**src/rtl/clock_domain_exporter.sv**
```systemverilog
// Sending half of a two-phase req/ack toggle CDC handshake; holds each word stable until its ack returns.
// Optional burst FIFO enabled by defining CLOCK_DOMAIN_EXPORTER_FIFO_EN (default build: single word, ready = idle).
package clock_domain_exporter_pkg;
  localparam int CDE_BITS = 8;

  typedef struct packed {
    logic                req;
    logic [CDE_BITS-1:0] data;
  } iClockDomain_Exp;

  typedef struct packed {
    logic ack;
  } iClockDomain_Imp;
endpackage

module clock_domain_exporter
  import clock_domain_exporter_pkg::*;
#(
  parameter int pBits  = CDE_BITS,
  parameter int pDepth = 4
) (
  input  logic            clk,
  input  logic            rst,
  output iClockDomain_Exp cd_e,
  input  iClockDomain_Imp cd_i,
  input  logic            stb,
  input  logic [pBits-1:0] data,
  output logic            ready,
  output logic            drop
);

  typedef enum logic {S_IDLE, S_WAIT} state_t;

  state_t             state, state_nxt;
  logic [1:0]         ack_ff;
  logic               ack_s;
  logic               req_q;
  logic [pBits-1:0]   out_q;
  logic               drop_q;
  logic               launch;
  logic               avail;
  logic [pBits-1:0]   launch_data;

  if ((pDepth < 2) || ((pDepth & (pDepth - 1)) != 0)) begin : g_depth_check
    $error("pDepth must be a power of two >= 2");
  end

  assign ack_s = ack_ff[0];

`ifdef CLOCK_DOMAIN_EXPORTER_FIFO_EN
  localparam int AW = $clog2(pDepth);

  logic [pBits-1:0] mem [pDepth];
  logic [AW-1:0]    wr_ptr, rd_ptr;
  logic [AW:0]      count;
  logic             full;
  logic             push;

  // ready comes from the registered count only, so a same-cycle pop never frees a slot
  assign full        = (count == (AW+1)'(pDepth));
  assign ready       = !full;
  assign push        = stb && ready;
  assign avail       = (count != '0);
  assign launch_data = mem[rd_ptr];

  always_ff @(posedge clk) begin
    if (push) mem[wr_ptr] <= data;
  end

  always_ff @(posedge clk) begin
    if (rst) begin
      wr_ptr <= '0;
      rd_ptr <= '0;
      count  <= '0;
    end else begin
      if (push)   wr_ptr <= wr_ptr + 1'b1;
      if (launch) rd_ptr <= rd_ptr + 1'b1;
      case ({push, launch})
        2'b10:   count <= count + 1'b1;
        2'b01:   count <= count - 1'b1;
        default: count <= count;
      endcase
    end
  end
`else
  assign ready       = (state == S_IDLE);
  assign avail       = stb;
  assign launch_data = data;
`endif

  always_ff @(posedge clk) begin
    if (rst) state <= S_IDLE;
    else     state <= state_nxt;
  end

  // IDLE ignores ack_s, so a one-sided reset parks here instead of chasing a stale ack
  always_comb begin
    state_nxt = state;
    case (state)
      S_IDLE:  if (launch) state_nxt = S_WAIT;
      S_WAIT:  if (ack_s == req_q) state_nxt = S_IDLE;
      default: state_nxt = S_IDLE;
    endcase
  end

  always_comb begin
    launch = 1'b0;
    if (state == S_IDLE) launch = avail;
  end

  always_ff @(posedge clk) begin
    if (rst) begin
      ack_ff <= '0;
      req_q  <= 1'b0;
      out_q  <= '0;
      drop_q <= 1'b0;
    end else begin
      ack_ff <= {cd_i.ack, ack_ff[1]};
      drop_q <= stb && !ready;
      if (launch) begin
        out_q <= launch_data;
        req_q <= ~req_q;
      end
    end
  end

  assign cd_e.req  = req_q;
  assign cd_e.data = out_q;
  assign drop      = drop_q;

endmodule

```
**config.mk**
```make
export PLATFORM = sky130hd
export DESIGN_NAME = clock_domain_exporter
export DESIGN_NICKNAME = d
export VERILOG_FILES = /design/src/rtl/clock_domain_exporter.sv
export SDC_FILE = /design/constraint.sdc
export NUM_CORES = 1
export LEC_CHECK = 0
export CAP_MARGIN = 25
export CORE_MARGIN = 1
export CORE_UTILIZATION = 38
export DETAILED_ROUTE_END_ITERATION = 10
export PLACE_DENSITY = 0.74
export REMOVE_ABC_BUFFERS = 1
export SYNTH_ARGS = -nofsm -noshare
export SYNTH_HDL_FRONTEND = slang
export SYNTH_SLANG_ARGS = --single-unit
```
**constraint.sdc**
```tcl
create_clock -name clk -period 1.2 [get_ports clk]
set_input_delay 0.24 -clock clk [delete_from_list [all_inputs] [get_ports clk]]
set_output_delay 0.24 -clock clk [all_outputs]
set_load 0.01 [all_outputs]
```
# Word level (Yosys, flattened, before mapping)
# Cells that the tools add are included.
[op_classes] addsub=0 mul=0 n_div=0 n_lt_le_gt_ge=0 eq_ne=1 n_shift=0 n_mux=4 bitwise=2 reduce_logical=1
[op_table] op="1-bit 2-to-1 mux" count=3
[op_table] op="1-bit inverter" count=2
[op_table] op="1-bit one-hot mux with 2 select lines" count=1
[op_table] op="1-bit equality test" count=1
[op_table] op="1-bit logical AND" count=1
[totals] regBits=13 latch_bits=0 ram_bits=0 rom_bits=0 inputBits=12 output_inout_bits=11 wordCells=13 memories=0

# Logic depth before layout (Yosys ltp)
# Gate-level depths: netlist (run 1).
[logic_depth] word_depth=3 mapped_depth=4 mapped_depth_nobuf=3

# Least setup slack after synthesis (run 1)
# OpenSTA, ideal clock, no wires.
[synth_path] kind="reg-to-reg" startpoint="register state" endpoint="register out_q[0]" setup_time_ns=0.066 arrival_time_ns=0.794 required_ns=1.134 setup_slack_ns=0.340 stages_incl_launch_ff=5 path_buffers=1 period_less_slack_ns=0.860 path_cell_list="dfxtp_1 > nand2b_1 > buf_6 > nand2_2 > a21oi_2"
[synth_via] elab_chain_cells=1
[synth_lines] element="start: declaration" line_no="34" text="state_t state, state_nxt;"
[synth_lines] element="start signal: assignment" line_no="93" text="else state <= state_nxt;"
[synth_lines] element="1-bit 2-to-1 mux" line_no="108" text="if (state == S_IDLE) launch = avail;"
[synth_lines] element="end signal: assignment" line_no="121" text="out_q <= launch_data;"
[synth_lines] element="end: declaration" line_no="38" text="logic [pBits-1:0] out_q;"
# Every way passes these cells.
# A chain may end at the register's enable or synchronous reset.

# Final worst setup path (run 1)
[layout_path] startpoint="register state" endpoint="output ready"
[layout_via] elab_chain_cells=1
[layout_lines] element="1-bit inverter"
[layout_lines] element="end: declaration" line_no="28" text="output logic ready,"
# Every way passes these cells.

==> metrics.md, run 1 <==
| Metric | Value |
|---|---|
| Status | `finished clean` |
| Slew @ Worst Pin | `125 ps` |
| Share of cells above drive strength 1 | `0.337` |
| CP Cell Sequence | `inv_1, dlygate4sd2_1` |
| Cells on worst reg2reg path | `5` |
| CTS sink cnt | `13` |
| CTS max path bufs | `2` |
| WL per Instance | `10.2 um` |
| Initial core utilization | `0.434` |
| Tot Pwr | `0.937 mW` |
| N_diodes | `0` |
| DP Wirelength | `759 um` |
| DR vias/cell | `4.32` |
| Postcts setup bufs | `0` |
| Min Hold Slack | `461 ps` |
| R2R Path End | `out_q[2]` |
| Die Y | `38.8 um` |
| Largest net degree at the start of global routing | `14` |
| Total grt overflow | `0` |
| Critical path's top delay family | `flip-flops` |
| Max-cap violations | `0` |
| Area of the core | `1190 um2` |
| R2r startpoint | `state` |
| Crit path kind | `reg -> out` |
| VDD IR max | `0.819 mV` |
| Min cycle time layout | `1150 ps` |
| NumNets Final | `96` |
| Final Core Density | `0.676` |
| DIE AREA | `1500 um2` |
| Critical Path AT | `910 ps` |
| RSZ-0062 raised after global routing | `false` |
| Rel. slew slack | `0.916` |
| ANT nets after route | `0` |
| CTS tree | `done` |
| Number of global-route vias before repair | `415` |
| Worst path required time | `960 ps` |
| Fin. Hold Viols | `0` |
| Avg Cell Area, Syn | `9.70 um2` |
| DIE WIDTH | `38.8 um` |
| Final worst-path cycle share | `0.961` |
| Critical path buffers and inverters | `2` |
| CP max stage delay | `340 ps` |
| Synth unique cells | `15` |
| Max Freq | `867 MHz` |
| Min-delay src | `out_q[1]` |
| PwrDens | `1170 nW/um2` |
| Yosys warns | `0` |
| Slew Limit Fails | `0` |
| Reg2reg setup slack | `200 ps` |
| Clock latency at the later pin of the worst-skew pair | `260 ps` |
| Syn Inst Count | `53` |
| Initial DRC Count | `7` |
| Hold Path Class | `reg -> reg` |
| Final GP Congestion | `0.629` |
| Crit path max-delay cell type | `dfxtp_1` |
| Synthesized cell area | `514 um2` |
| Final Setup Violations | `0` |
| Total number of vias | `419` |
| Layout Skew | `0.323 ps` |
| Hold Crit Depth | `2` |
| Initial antenna violation count | `0` |
| Commonest non-fill, non-tap cells in the layout | `13 x dfxtp_1, 11 x clkdlybuf4s50_1, 11 x dlygate4sd2_1` |
| Synthesized flop and latch total | `13` |
| End of the worst hold path | `out_q[1]` |
| Placed inst area | `790 um2` |
| CP Launch Type | `flip-flop` |
| DRT Pass-1 Iters | `4` |
| Site Rows | `12` |
| Seq/Total Area, Yosys | `0.506` |
| Clk root buf | `clkbuf_4` |
| CP endpoint kind | `primary output` |
| GRT Util Overall | `0.164` |
| Routed wire length | `993 um` |
| Global-route wire length before repair | `1.68 mm` |
| Leak | `0.356 nW` |
| DRC viols | `0` |
| Commonest non-fill, non-tap cell in the layout | `dfxtp_1` |
| Top Ports | `23` |
| Area Growth Syn to Fin | `56.0%` |
| Critical-path maximum fanout | `2` |
| # port buffers | `22` |
| Num CTS Buffers | `3` |
| Fin area | `802 um2` |
| Worst-path clk slew | `80 ps` |
| H-tree level count | `1` |
## metrics by stage
step / TNS, ps / cells / setup slack (ps)
floorplan: 0 / 49 / 209
global placement: -801 / 93 / -93.3
detailed placement: -1030 / 93 / -123
CTS: 0 / 97 / 35.1
global route: 0 / 97 / 4.47
finish: 0 / 97 / 46.3
## timing repair
action	in CTS	in global routing
hold buffers	0	0
endpoints found under the setup margin	11	0
gates resized for setup	11	0
## cells by family (layout without fill, tap and decap cells)
group / Yosys count / after routing / share of synthesized area
xor+xnor: 2 / 2 / 0.0341
buf+inv: 5 / 35 / 0.0754
flops: 13 / 13 / 0.506
simple gates: 24 / 24 / 0.238
compound gates: 9 / 9 / 0.146
## synthesized netlist by cell type
library cell  instances  area, um2
buf_6                 2       22.5
xor2_1                1       8.76
a21oi_1               1       5.00
inv_1                 1       3.75
a21oi_2               8       70.1
buf_4                 1       7.51
xnor2_1               1       8.76
nand2_1               9       33.8
dfxtp_1              13        260
nor2_1                3       11.3
nor2b_2               1       8.76
nand2b_1              1       6.26
nor2b_1               2       12.5
buf_2                 1       5.00
nand2_2               8       50.1
## worst min-delay path, stage by stage, from the launching register on
cell	delay, ps
dfxtp_1	320
nand2_2	60
a21oi_2	40
## per-layer routing
metal  GRT usage  vias up  part of all wire
met4      0.0776        0             0.014
li1            -      223                 -
met5           0        -                 0
met3      0.0405        2             0.063
met1       0.190      179              0.47
met2       0.279       15              0.45
## worst max path at each step
stage / slack (ps) / startpoint / cells after the start / end
floorplan: 210 / state / 3 / out_q[0]
global placement: -90 / stb / 5 / out_q[7]
detailed placement: -120 / stb / 5 / out_q[2]
CTS: 40 / state / 2 / ready
global route: 4 / state / 2 / ready
finish: 50 / state / 2 / ready
## registers in the layout, indices dropped and copies added, names as in the netlist
signal and flops:
req_q 1, state 1, drop 1, ack_ff 2
out_q 8
## final cells by class
cell class              count  area, um2
fillers                   111        384
repair buffers             30        279
flip-flops and latches     13        260
multi-input cells          35        215
clock buffers               4       26.3
well taps                  14       17.5
inverters                   1       3.75
## report_power, final
part | leakage, nW | switching (mW) | internal, mW | total (mW)
Combinational | 0.233 | 0.0822 | 0.113 | 0.195
Clock | 0.0150 | 0.140 | 0.128 | 0.268
Sequential | 0.107 | 0.0150 | 0.459 | 0.474
Total | 0.356 | 0.237 | 0.700 | 0.937
(Power assumes the default switching activity.)
==> run 2: changes to the inputs <==
--- a/config.mk
+++ b/config.mk
@@ -9,6 +9,7 @@
 export CORE_MARGIN = 1
 export CORE_UTILIZATION = 38
 export DETAILED_ROUTE_END_ITERATION = 10
+export GPL_ROUTABILITY_DRIVEN = 0
 export PLACE_DENSITY = 0.74
 export REMOVE_ABC_BUFFERS = 1
 export SYNTH_ARGS = -nofsm -noshare
==> results of run 2 <==
The final DEF is identical to that of run 1; final timing and power are the same.
